==> src/rtl/scc_mem_pkg.sv <==
// Shared types and helpers for the SCC data memory controller.
package scc_mem_pkg;

  localparam int unsigned DM_LAT_W = 4;

  typedef enum logic [1:0] {
    CLEAR,
    IDLE,
    WAIT,
    RESP
  } dm_state_t;

  function automatic int unsigned clog2(input int unsigned value);
    int unsigned result;
    result = 0;
    while ((64'd1 << result) < 64'(value)) begin
      result++;
    end
    return result;
  endfunction

endpackage

==> src/rtl/data_memory_ctrl_if.sv <==
// Request/response handshake between the MEM stage and the data memory controller.
interface data_memory_ctrl_if #(
  parameter int unsigned DATA_WIDTH = 32
);

  logic                    req_valid;
  logic                    req_ready;
  logic                    req_write;
  logic [31:0]             req_addr;
  logic [DATA_WIDTH-1:0]   req_wdata;
  logic [DATA_WIDTH/8-1:0] req_wstrb;
  logic                    rsp_valid;
  logic                    rsp_ready;
  logic [DATA_WIDTH-1:0]   rsp_rdata;
  logic                    rsp_err;

  modport master (
    output req_valid, req_write, req_addr, req_wdata, req_wstrb, rsp_ready,
    input  req_ready, rsp_valid, rsp_rdata, rsp_err
  );

  modport slave (
    input  req_valid, req_write, req_addr, req_wdata, req_wstrb, rsp_ready,
    output req_ready, rsp_valid, rsp_rdata, rsp_err
  );

endinterface

==> src/rtl/dm_storage_array.sv <==
// Byte-strobed register array: one write port, one combinational read port.
// Optional per-byte even parity when DM_PARITY_EN is defined.
module dm_storage_array
  import scc_mem_pkg::*;
#(
  parameter int unsigned DATA_WIDTH = 32,
  parameter int unsigned DEPTH      = 8
) (
  input  logic                          clk,
  input  logic                          we,
  input  logic [clog2(DEPTH)-1:0]       waddr,
  input  logic [DATA_WIDTH-1:0]         wdata,
  input  logic [DATA_WIDTH/8-1:0]       wstrb,
  input  logic [clog2(DEPTH)-1:0]       raddr,
  output logic [DATA_WIDTH-1:0]         rdata,
  output logic                          par_err
);

  localparam int unsigned NumBytes = DATA_WIDTH / 8;

  logic [DATA_WIDTH-1:0] mem_q [DEPTH];

  always_ff @(posedge clk) begin
    if (we) begin
      for (int b = 0; b < NumBytes; b++) begin
        if (wstrb[b]) mem_q[waddr][8*b +: 8] <= wdata[8*b +: 8];
      end
    end
  end

  assign rdata = mem_q[raddr];

`ifdef DM_PARITY_EN
  logic [NumBytes-1:0] par_q [DEPTH];

  // Parity bit is the XOR of its byte, so byte plus bit always has even weight.
  always_ff @(posedge clk) begin
    if (we) begin
      for (int b = 0; b < NumBytes; b++) begin
        if (wstrb[b]) par_q[waddr][b] <= ^wdata[8*b +: 8];
      end
    end
  end

  always_comb begin
    par_err = 1'b0;
    for (int b = 0; b < NumBytes; b++) begin
      par_err = par_err | ((^rdata[8*b +: 8]) != par_q[raddr][b]);
    end
  end
`else
  assign par_err = 1'b0;
`endif

endmodule

==> src/rtl/data_memory_ctrl.sv <==
// Word-addressed data memory behind a valid/ready handshake with clear sequence,
// programmable read latency and address error reporting. Parity: DM_PARITY_EN.
module data_memory_ctrl
  import scc_mem_pkg::*;
#(
  parameter int unsigned DATA_WIDTH = 32,
  parameter int unsigned DEPTH      = 8,
  parameter int unsigned RD_LATENCY = 1
) (
  input  logic               clk,
  input  logic               reset,
  data_memory_ctrl_if.slave  bus,
  output logic               init_done
);

  localparam int unsigned NumBytes  = DATA_WIDTH / 8;
  localparam int unsigned Lsb       = clog2(NumBytes);
  localparam int unsigned Aw        = clog2(DEPTH);
  localparam logic [31:0] AlignMask = (32'd1 << Lsb) - 32'd1;
  localparam logic [Aw:0] ClrLast   = (Aw + 1)'(DEPTH);

  dm_state_t             state_q, state_d;
  logic [Aw:0]           clr_ptr_q, clr_ptr_d;
  logic [DM_LAT_W-1:0]   cnt_q, cnt_d;
  logic                  write_q, write_d;
  logic [Aw-1:0]         idx_q, idx_d;
  logic                  err_q, err_d;
  logic                  rsp_valid_q, rsp_valid_d;
  logic [DATA_WIDTH-1:0] rsp_rdata_q, rsp_rdata_d;
  logic                  rsp_err_q, rsp_err_d;
  logic                  init_done_q, init_done_d;

  logic                  mem_we;
  logic [Aw-1:0]         mem_waddr;
  logic [DATA_WIDTH-1:0] mem_wdata;
  logic [NumBytes-1:0]   mem_wstrb;
  logic [DATA_WIDTH-1:0] mem_rdata;
  logic                  mem_par_err;

  logic                  addr_err;
  logic [Aw-1:0]         req_idx;

  assign addr_err = ((bus.req_addr & AlignMask) != 32'd0) ||
                    ((bus.req_addr >> (Lsb + Aw)) != 32'd0);
  assign req_idx  = bus.req_addr[Lsb +: Aw];

  always_comb begin
    state_d     = state_q;
    clr_ptr_d   = clr_ptr_q;
    cnt_d       = cnt_q;
    write_d     = write_q;
    idx_d       = idx_q;
    err_d       = err_q;
    rsp_valid_d = rsp_valid_q;
    rsp_rdata_d = rsp_rdata_q;
    rsp_err_d   = rsp_err_q;
    init_done_d = init_done_q;
    mem_we      = 1'b0;
    mem_waddr   = req_idx;
    mem_wdata   = bus.req_wdata;
    mem_wstrb   = bus.req_wstrb;

    unique case (state_q)
      CLEAR: begin
        if (clr_ptr_q == ClrLast) begin
          state_d     = IDLE;
          init_done_d = 1'b1;
        end else begin
          mem_we    = 1'b1;
          mem_waddr = clr_ptr_q[Aw-1:0];
          mem_wdata = '0;
          mem_wstrb = '1;
          clr_ptr_d = clr_ptr_q + 1'b1;
        end
      end
      IDLE: begin
        if (bus.req_valid) begin
          // Writes commit at the acceptance edge; the response only reports completion.
          mem_we  = bus.req_write && !addr_err;
          write_d = bus.req_write;
          idx_d   = req_idx;
          err_d   = addr_err;
          cnt_d   = DM_LAT_W'(RD_LATENCY - 1);
          state_d = WAIT;
        end
      end
      WAIT: begin
        if (cnt_q == '0) begin
          state_d     = RESP;
          rsp_valid_d = 1'b1;
          rsp_rdata_d = (write_q || err_q) ? '0 : mem_rdata;
          rsp_err_d   = err_q || (!write_q && mem_par_err);
        end else begin
          cnt_d = cnt_q - 1'b1;
        end
      end
      RESP: begin
        if (bus.rsp_ready) begin
          state_d     = IDLE;
          rsp_valid_d = 1'b0;
          rsp_rdata_d = '0;
          rsp_err_d   = 1'b0;
        end
      end
      default: state_d = CLEAR;
    endcase
  end

  always_ff @(posedge clk or negedge reset) begin
    if (!reset) begin
      state_q     <= CLEAR;
      clr_ptr_q   <= '0;
      cnt_q       <= '0;
      write_q     <= 1'b0;
      idx_q       <= '0;
      err_q       <= 1'b0;
      rsp_valid_q <= 1'b0;
      rsp_rdata_q <= '0;
      rsp_err_q   <= 1'b0;
      init_done_q <= 1'b0;
    end else begin
      state_q     <= state_d;
      clr_ptr_q   <= clr_ptr_d;
      cnt_q       <= cnt_d;
      write_q     <= write_d;
      idx_q       <= idx_d;
      err_q       <= err_d;
      rsp_valid_q <= rsp_valid_d;
      rsp_rdata_q <= rsp_rdata_d;
      rsp_err_q   <= rsp_err_d;
      init_done_q <= init_done_d;
    end
  end

  dm_storage_array #(
    .DATA_WIDTH (DATA_WIDTH),
    .DEPTH      (DEPTH)
  ) u_array (
    .clk     (clk),
    .we      (mem_we),
    .waddr   (mem_waddr),
    .wdata   (mem_wdata),
    .wstrb   (mem_wstrb),
    .raddr   (idx_q),
    .rdata   (mem_rdata),
    .par_err (mem_par_err)
  );

  assign bus.req_ready = (state_q == IDLE);
  assign bus.rsp_valid = rsp_valid_q;
  assign bus.rsp_rdata = rsp_rdata_q;
  assign bus.rsp_err   = rsp_err_q;
  assign init_done     = init_done_q;

endmodule
==> src/flat_wrapper.sv <==
// flat-port wrapper written by rule: the top's interface ports become plain ports
module data_memory_ctrl_flat import scc_mem_pkg::*;
#(
  parameter int unsigned DATA_WIDTH = 32,
  parameter int unsigned DEPTH      = 8,
  parameter int unsigned RD_LATENCY = 1
)
  (clk, reset, init_done, bus_req_valid, bus_req_write, bus_req_addr, bus_req_wdata, bus_req_wstrb, bus_rsp_ready, bus_req_ready, bus_rsp_valid, bus_rsp_rdata, bus_rsp_err);
  data_memory_ctrl_if #(.DATA_WIDTH(DATA_WIDTH)) bus_i ();
  input  logic clk;
  input  logic reset;
  output logic init_done;
  input wire logic [$bits(bus_i.req_valid)-1:0] bus_req_valid;
  input wire logic [$bits(bus_i.req_write)-1:0] bus_req_write;
  input wire logic [$bits(bus_i.req_addr)-1:0] bus_req_addr;
  input wire logic [$bits(bus_i.req_wdata)-1:0] bus_req_wdata;
  input wire logic [$bits(bus_i.req_wstrb)-1:0] bus_req_wstrb;
  input wire logic [$bits(bus_i.rsp_ready)-1:0] bus_rsp_ready;
  output wire logic [$bits(bus_i.req_ready)-1:0] bus_req_ready;
  output wire logic [$bits(bus_i.rsp_valid)-1:0] bus_rsp_valid;
  output wire logic [$bits(bus_i.rsp_rdata)-1:0] bus_rsp_rdata;
  output wire logic [$bits(bus_i.rsp_err)-1:0] bus_rsp_err;
  assign bus_i.req_valid = bus_req_valid;
  assign bus_i.req_write = bus_req_write;
  assign bus_i.req_addr = bus_req_addr;
  assign bus_i.req_wdata = bus_req_wdata;
  assign bus_i.req_wstrb = bus_req_wstrb;
  assign bus_i.rsp_ready = bus_rsp_ready;
  assign bus_req_ready = bus_i.req_ready;
  assign bus_rsp_valid = bus_i.rsp_valid;
  assign bus_rsp_rdata = bus_i.rsp_rdata;
  assign bus_rsp_err = bus_i.rsp_err;
  data_memory_ctrl #(.DATA_WIDTH(DATA_WIDTH), .DEPTH(DEPTH), .RD_LATENCY(RD_LATENCY)) u_core (.clk(clk), .reset(reset), .bus(bus_i), .init_done(init_done));
endmodule
==> config.mk <==
export PLATFORM = sky130hd
export DESIGN_NAME = data_memory_ctrl_flat
export DESIGN_NICKNAME = d
export VERILOG_FILES = /design/src/rtl/scc_mem_pkg.sv /design/src/rtl/data_memory_ctrl_if.sv /design/src/rtl/dm_storage_array.sv /design/src/rtl/data_memory_ctrl.sv /design/src/flat_wrapper.sv
export SDC_FILE = /design/constraint.sdc
export NUM_CORES = 1
export LEC_CHECK = 0
export CORE_MARGIN = 10
export CORE_UTILIZATION = 50
export DETAILED_ROUTE_END_ITERATION = 10
export PLACE_DENSITY = 0.74
export SYNTH_ARGS = -nofsm -noshare
export SYNTH_HDL_FRONTEND = slang
export SYNTH_SLANG_ARGS = --single-unit
export TNS_END_PERCENT = 100
==> constraint.sdc <==
create_clock -name clk -period 2.7 [get_ports clk]
set_input_delay 0.54 -clock clk [delete_from_list [all_inputs] [get_ports clk]]
set_output_delay 0.54 -clock clk [all_outputs]
set_load 0.05 [all_outputs]
* Yosys cells after proc, flatten, opt, wreduce, memory -nomap -nowiden
Memory sizes are Yosys's and may differ from the RTL's.
Index checks and enable logic that the tools add are counted.
** Word-level totals
- Bits in registers :: 50
- Memory bits (read-only) :: 0
- Latch bits :: 0
- Logic and storage cells :: 77
- Input port bits :: 73
- RAM bits :: 256
- Memories kept :: 1
- Output and inout port bits :: 36
** Memories
- u_core.u_array.mem_q :: depth 8, width 32, read ports 1, clocked after memory_dff 0, wr ports 1, RTL line dm_storage_array.sv:21 : logic [DATA_WIDTH-1:0] mem_q [DEPTH];
** Cells by class
- Mux-type cells :: 38
- Bitwise operators :: 1
- $add $sub $neg :: 2
- Shifts and indexed selects :: 0
- Magnitude comparators :: 0
- Div/mod/pow operators :: 0
- Reduce and logical (&&, ||, !) cells :: 16
- Equal/unequal tests :: 9
- $mul :: 0
** Operator list (count)
- $mux 32 :: 5
- $pmux 32 s2 :: 1
- $reduce_bool 32->1 :: 2
- $mux 1 :: 17
- $mux 4 :: 4
- $mux 2 :: 4
- $pmux 2 s4 :: 1
- $pmux 4 s2 :: 1
- $mux 3 :: 2
- $ne 2x2->1 const B :: 3
- $pmux 1 s2 :: 3
- $reduce_and 2->1 :: 3
- $reduce_and 3->1 :: 2
- $add 4x1->4 const B :: 1
- $eq 2x2->1 const B :: 2
- $eq 4x4->1 const B :: 1
- $logic_not 4->1 :: 1
- $ne 2x1->1 const B :: 2
- $reduce_and 4->1 :: 1
- $reduce_bool 2->1 :: 2
- $sub 4x1->4 const B :: 1
- $eq 2x1->1 const B :: 1
- $logic_not 2->1 :: 1
- $logic_or 1x1->1 :: 2
- 3 further kinds :: 3

* Depth between registers and ports, before layout
- Depth in word-level cells :: 8
- Mapped depth :: 8
- Depth with buffers taken out :: 6

* By module
Synthesis repeated with hierarchy kept, for this count alone.
** Second synthesis, totals
- Cells, all modules :: 639
- Area total of the unflattened synthesis :: 12474.5 µm²
** By module, submodules not included
- dm_storage_array :: cells each 416, area an instance 9973.3 µm², seq. area each 7687.4 µm², times used 1
- data_memory_ctrl :: cells each 223, area an instance 2501.1 µm², seq. area each 1251.2 µm², times used 1

* Worst setup path after synthesis
No wires, ideal clock.
- Path type :: reg-to-reg
- From :: reg u_core.state_q[1]
- To :: mem u_core.u_array.mem_q[4][16], enable pin
- Buffers on the path :: 1
- Period minus slack after synthesis :: 2.999 ns
- Arrival time :: 2.601 ns
- Slack :: -0.299 ns
- Setup time :: 0.398 ns
- Required time :: 2.302 ns
- Cell stages (with the launch flop) :: 7
- Cell sequence :: dfrtp_1 inv_1 ha_1 and3_1 clkbuf_1 nand2_1 o41ai_1
** On the way
- Elaborated cells between the ends (all ways) :: 8
- Classes of those cells :: eq/ne: 1; mux: 6; reduce/logical: 1
** RTL lines
- start, declared :: RTL line data_memory_ctrl.sv:22 : dm_state_t state_q, state_d;
- start signal, assigned :: RTL line data_memory_ctrl.sv:122 : state_q <= state_d;
- $eq 2x1->1
- net bus_req_ready :: RTL line flat_wrapper.sv:19 : output wire logic [$bits(bus_i.req_ready)-1:0] bus_req_ready;
- $pmux 1 s2 :: RTL line data_memory_ctrl.sv:63 : unique case (state_q)
- $mux 1 :: RTL line dm_storage_array.sv:24 : if (we) begin
- $mux 1 (not written as such) :: RTL line dm_storage_array.sv:26 : if (wstrb[b]) mem_q[waddr][8*b +: 8] <= wdata[8*b +: 8];
- end, declared :: RTL line dm_storage_array.sv:21
The timed path passes the listed nets, and every way through them passes these cells.

* Worst setup path in the final report
- From :: reg u_core.state_q[0]
- To :: mem u_core.u_array.mem_q[3][24], enable pin
** On the way
- Longest elaborated chain between the ends :: 5
- Elaborated cells between the ends (all ways) :: 8
- Classes of those cells :: eq/ne: 1; mux: 6; reduce/logical: 1
** RTL lines (RTL line)
- $logic_not 2->1 :: data_memory_ctrl.sv:63
- $mux 4 :: data_memory_ctrl.sv:63
- $mux 1 :: dm_storage_array.sv:26
- $mux 1 :: dm_storage_array.sv:24
- $mux 1 (not written as such) :: dm_storage_array.sv:26
Several ways; a longest one is shown, not always the timed one.

==> impl_metrics.tcl <==
set metrics [dict create \
    outcome "finished clean" \
    rsz0062_at_grt "no" \
    drive_gt1_share_pct 20.56 \
    synth_area_per_cell_um2 18.75 \
    std_cell_rows 57 \
    grt_use_total_pct 16.84 \
    worst-setup-path-type "flip-flop to flip-flop" \
    skew_ns 0.01311 \
    area_growth_syn_to_layout_pct 22.06 \
    cts_tree "yes" \
    synth_seq_area_share_pct 73.01 \
    grt_max_degree 38 \
    finalCriticalPeriod_ns 2.387 \
    max_stage_delay_ns 0.44 \
    clkTransAtPathRegs_ns 0.07 \
    antenna_found_initial 2 \
    hold_violations 0 \
    root_buffer "clkbuf_16" \
    critPathArrivalTime_ns 2.62 \
    comb_power_share_pct 32.2 \
    clock.fmax_mhz 419.0 \
    drc 0 \
    synthFlopType "edfxtp_1" \
    viasPerCell 5.808 \
    grt_pass1_wl_um 40960 \
    hpwlAfterDp_um 17850 \
    internal_power_mw 10.57 \
    total_power_mw 15.39 \
    die_w_um 176.5 \
    wirelength_um 26680 \
    die_h_um 176.5 \
    cts_num_sinks 306 \
    power_frac_seq_pct 42.1 \
    synth_edf_count 256 \
    initial_core_util_pct 50.64 \
    leakage_nw 5.174 \
    portBuffers 108 \
    worst_ep_required_time_ns 2.93 \
    ys_types 42 \
    synthDominantCellAreaShare_pct 62.79 \
    yosysWarnings 0 \
    regArea_mm2 0.008944 \
    setup_violations 0 \
    switchingPower_mw 4.826 \
    wl_per_cell_um 23.14 \
    drv_slew 0 \
    hold-worst-slack_ns 0.4571 \
    ios 109 \
    synth_largest_area_cell "edfxtp_1" \
    synth_nets 734 \
    tightest_slew_ns 0.5564 \
    finalCritPeriodShare_pct 88.40 \
    gp_congestion 0.9405 \
    crit_fanout 8 \
    path_cells "inv_1, ha_1, nand2b_1, a21oi_1, nand3_1, o21ai_0, buf_4" \
    async_reset_ff_share_pct 16.34 \
    yosys-top-cells-area "edfxtp_1, mux4_2, dfrtp_1" \
    synth_cells 653 \
    cts-htree-levels 1 \
    cts_buffers 29 \
    drt_first_pass_iters 5 \
    fin_setup_tns_ns 0 \
    ant_nets 0 \
    coreArea_mm2 0.02418 \
    yosys-top-cells-count "edfxtp_1, mux4_2, dfrtp_1, nor2b_1, and2_1" \
    clockBufferDepth 3 \
    yosysMostFrequentCell "edfxtp_1" \
    multi_input_area_mm2 0.003085 \
    worst_slack_ns 0.3132 \
    end_kind "flip-flop" \
    clk_latency_ns 0.54 \
    powerDensity_mw_per_mm2 1030 \
    num-fill-cells 1700 \
    slowest_stage "ha_1" \
    ir_drop_mv 0.5486 \
    num_vias 6697 \
    startpoint_type "flip-flop" \
    dr.first_iter.drc_count 581 \
    overflow 0 \
    dieArea_mm2 0.03115 \
    grt_pass1_vias 7143 \
    finalNetCount 886 \
    max-slew-margin-rel_pct 62.79 \
    hold_class "primary input to async pin" \
    ys_seq_elements 306 \
    pre_cts_slack_ns -0.06692 \
    drv_cap 0 \
    power_switching_share_pct 31.35 \
    synth_area_mm2 0.01224 \
    clkPwrFrac_pct 25.7 \
]
## final cells by class
cell class	instances	share of cell area, %
inverters	10	0.2512
clock buffers	40	5.534
clock inverters	13	0.7786
repair buffers	157	10.20
multi-input cells	301	20.65
diodes	2	0.03349
well taps	324	2.713
flip-flops and latches	306	59.85
## path summary, 6_finish.rpt
path | from | endpoint | slack [ns] | cells after the start
worst max-delay path | u_core.state_q[0] | u_core.u_array.mem_q[3][24] | 0.31 | 7
worst min-delay path | reset | u_core.bus.rsp_rdata[2] | 0.46 | 2
worst max register to register | u_core.state_q[0] | u_core.u_array.mem_q[3][24] | 0.31 | 7
worst min register to register | u_core.write_q | u_core.write_q | 0.48 | 1
max in group asynchronous | reset | u_core.idx_q[0] | 1.65 | 3
min in group clk | u_core.write_q | u_core.write_q | 0.48 | 1
## metrics by stage
step                cell area [µm²]  util, %  std cells
floorplan                     12240        -        653
global placement              13980    57.84       1097
detailed placement            13980    57.84       1097
CTS                           14940    61.78       1151
global route                  14940    61.81       1153
finish                        14940    61.81       1153
## placed cells by master, fill, tap and decap left out, drive strengths merged, types with 2 or more instances in the layout
| cell | instances |
|---|---|
| nand4 | 6 |
| clkbuf | 40 |
| o41ai | 7 |
| ha | 8 |
| clkdlybuf4s50 | 106 |
| edfxtp | 256 |
| clkinv | 10 |
| bufinv | 2 |
| o22ai | 3 |
| a22o | 6 |
| a221o | 31 |
| mux2 | 5 |
| mux2i | 2 |
| mux4 | 64 |
| and2 | 32 |
| nand2 | 17 |
| buf | 49 |
| xnor2 | 2 |
| and4 | 2 |
| nand2b | 6 |
| nand3 | 15 |
| nor4 | 6 |
| nor2 | 11 |
| o21ai | 28 |
| nor2b | 33 |
| a21oi | 2 |
| inv | 10 |
| diode | 2 |
| a21o | 4 |
| dfrtp | 50 |
## timing repair
item | CTS | global route
buffers inserted | 0 | 0
hold buffers | 1 | 0
endpoints found under the hold margin | 13 | 0
resized for setup | 0 | 1
endpoints found under the setup margin | 0 | 1
## routing by layer
layer  track usage, %  up-vias  routed length (µm)
met5                0        -                   0
met1            21.58     3462               10740
met4            5.709        0                 563
met2            28.60      240               13830
li1                 -     2948                   -
met3            2.883       47                1539
## sequential cells by signal, indices dropped and copies added, names as in the netlist
signal	flops
u_core.bus.rsp_err	1
u_core.bus.rsp_rdata	32
u_core.bus.rsp_valid	1
u_core.clr_ptr_q	4
u_core.cnt_q	4
u_core.err_q	1
u_core.idx_q	3
u_core.init_done	1
u_core.state_q	2
u_core.u_array.mem_q	256
u_core.write_q	1
## power by group through the flow
stage	clock network (mW)	logic [mW]	registers [mW]
after global routing	4.23	5.30	6.54
after CTS	4.04	5.02	6.48
after detailed placement	0	5.01	6.57
after global placement	0	4.90	6.53
final	3.96	4.95	6.48
after floorplan	0	2.81	7.16
## critical path, delay by kind of cell (launching register included)
family / cells / cell delay, ns
AO/OA/AOI/OAI: 2 / 0.44
flip-flops: 1 / 0.42
buffers and inverters: 2 / 0.36
AND/OR/NAND/NOR: 2 / 0.40
adder cells (fa/ha/maj): 1 / 0.44
## cells by family (layout without fill, tap and decap cells)
group / count (synthesis) / count (layout) / synth area share (%)
flip-flops: 306 / 306 / 73.01
AND/OR/NAND/NOR: 136 / 136 / 6.408
AO/OA/AOI/OAI: 84 / 84 / 5.345
multiplexers: 71 / 71 / 12.40
buffers and inverters: 46 / 220 / 1.880
adder cells (fa/ha/maj): 8 / 8 / 0.8176
XOR/XNOR: 2 / 2 / 0.1431
other: 0 / 2 / 0
(Power assumes the default switching activity.)
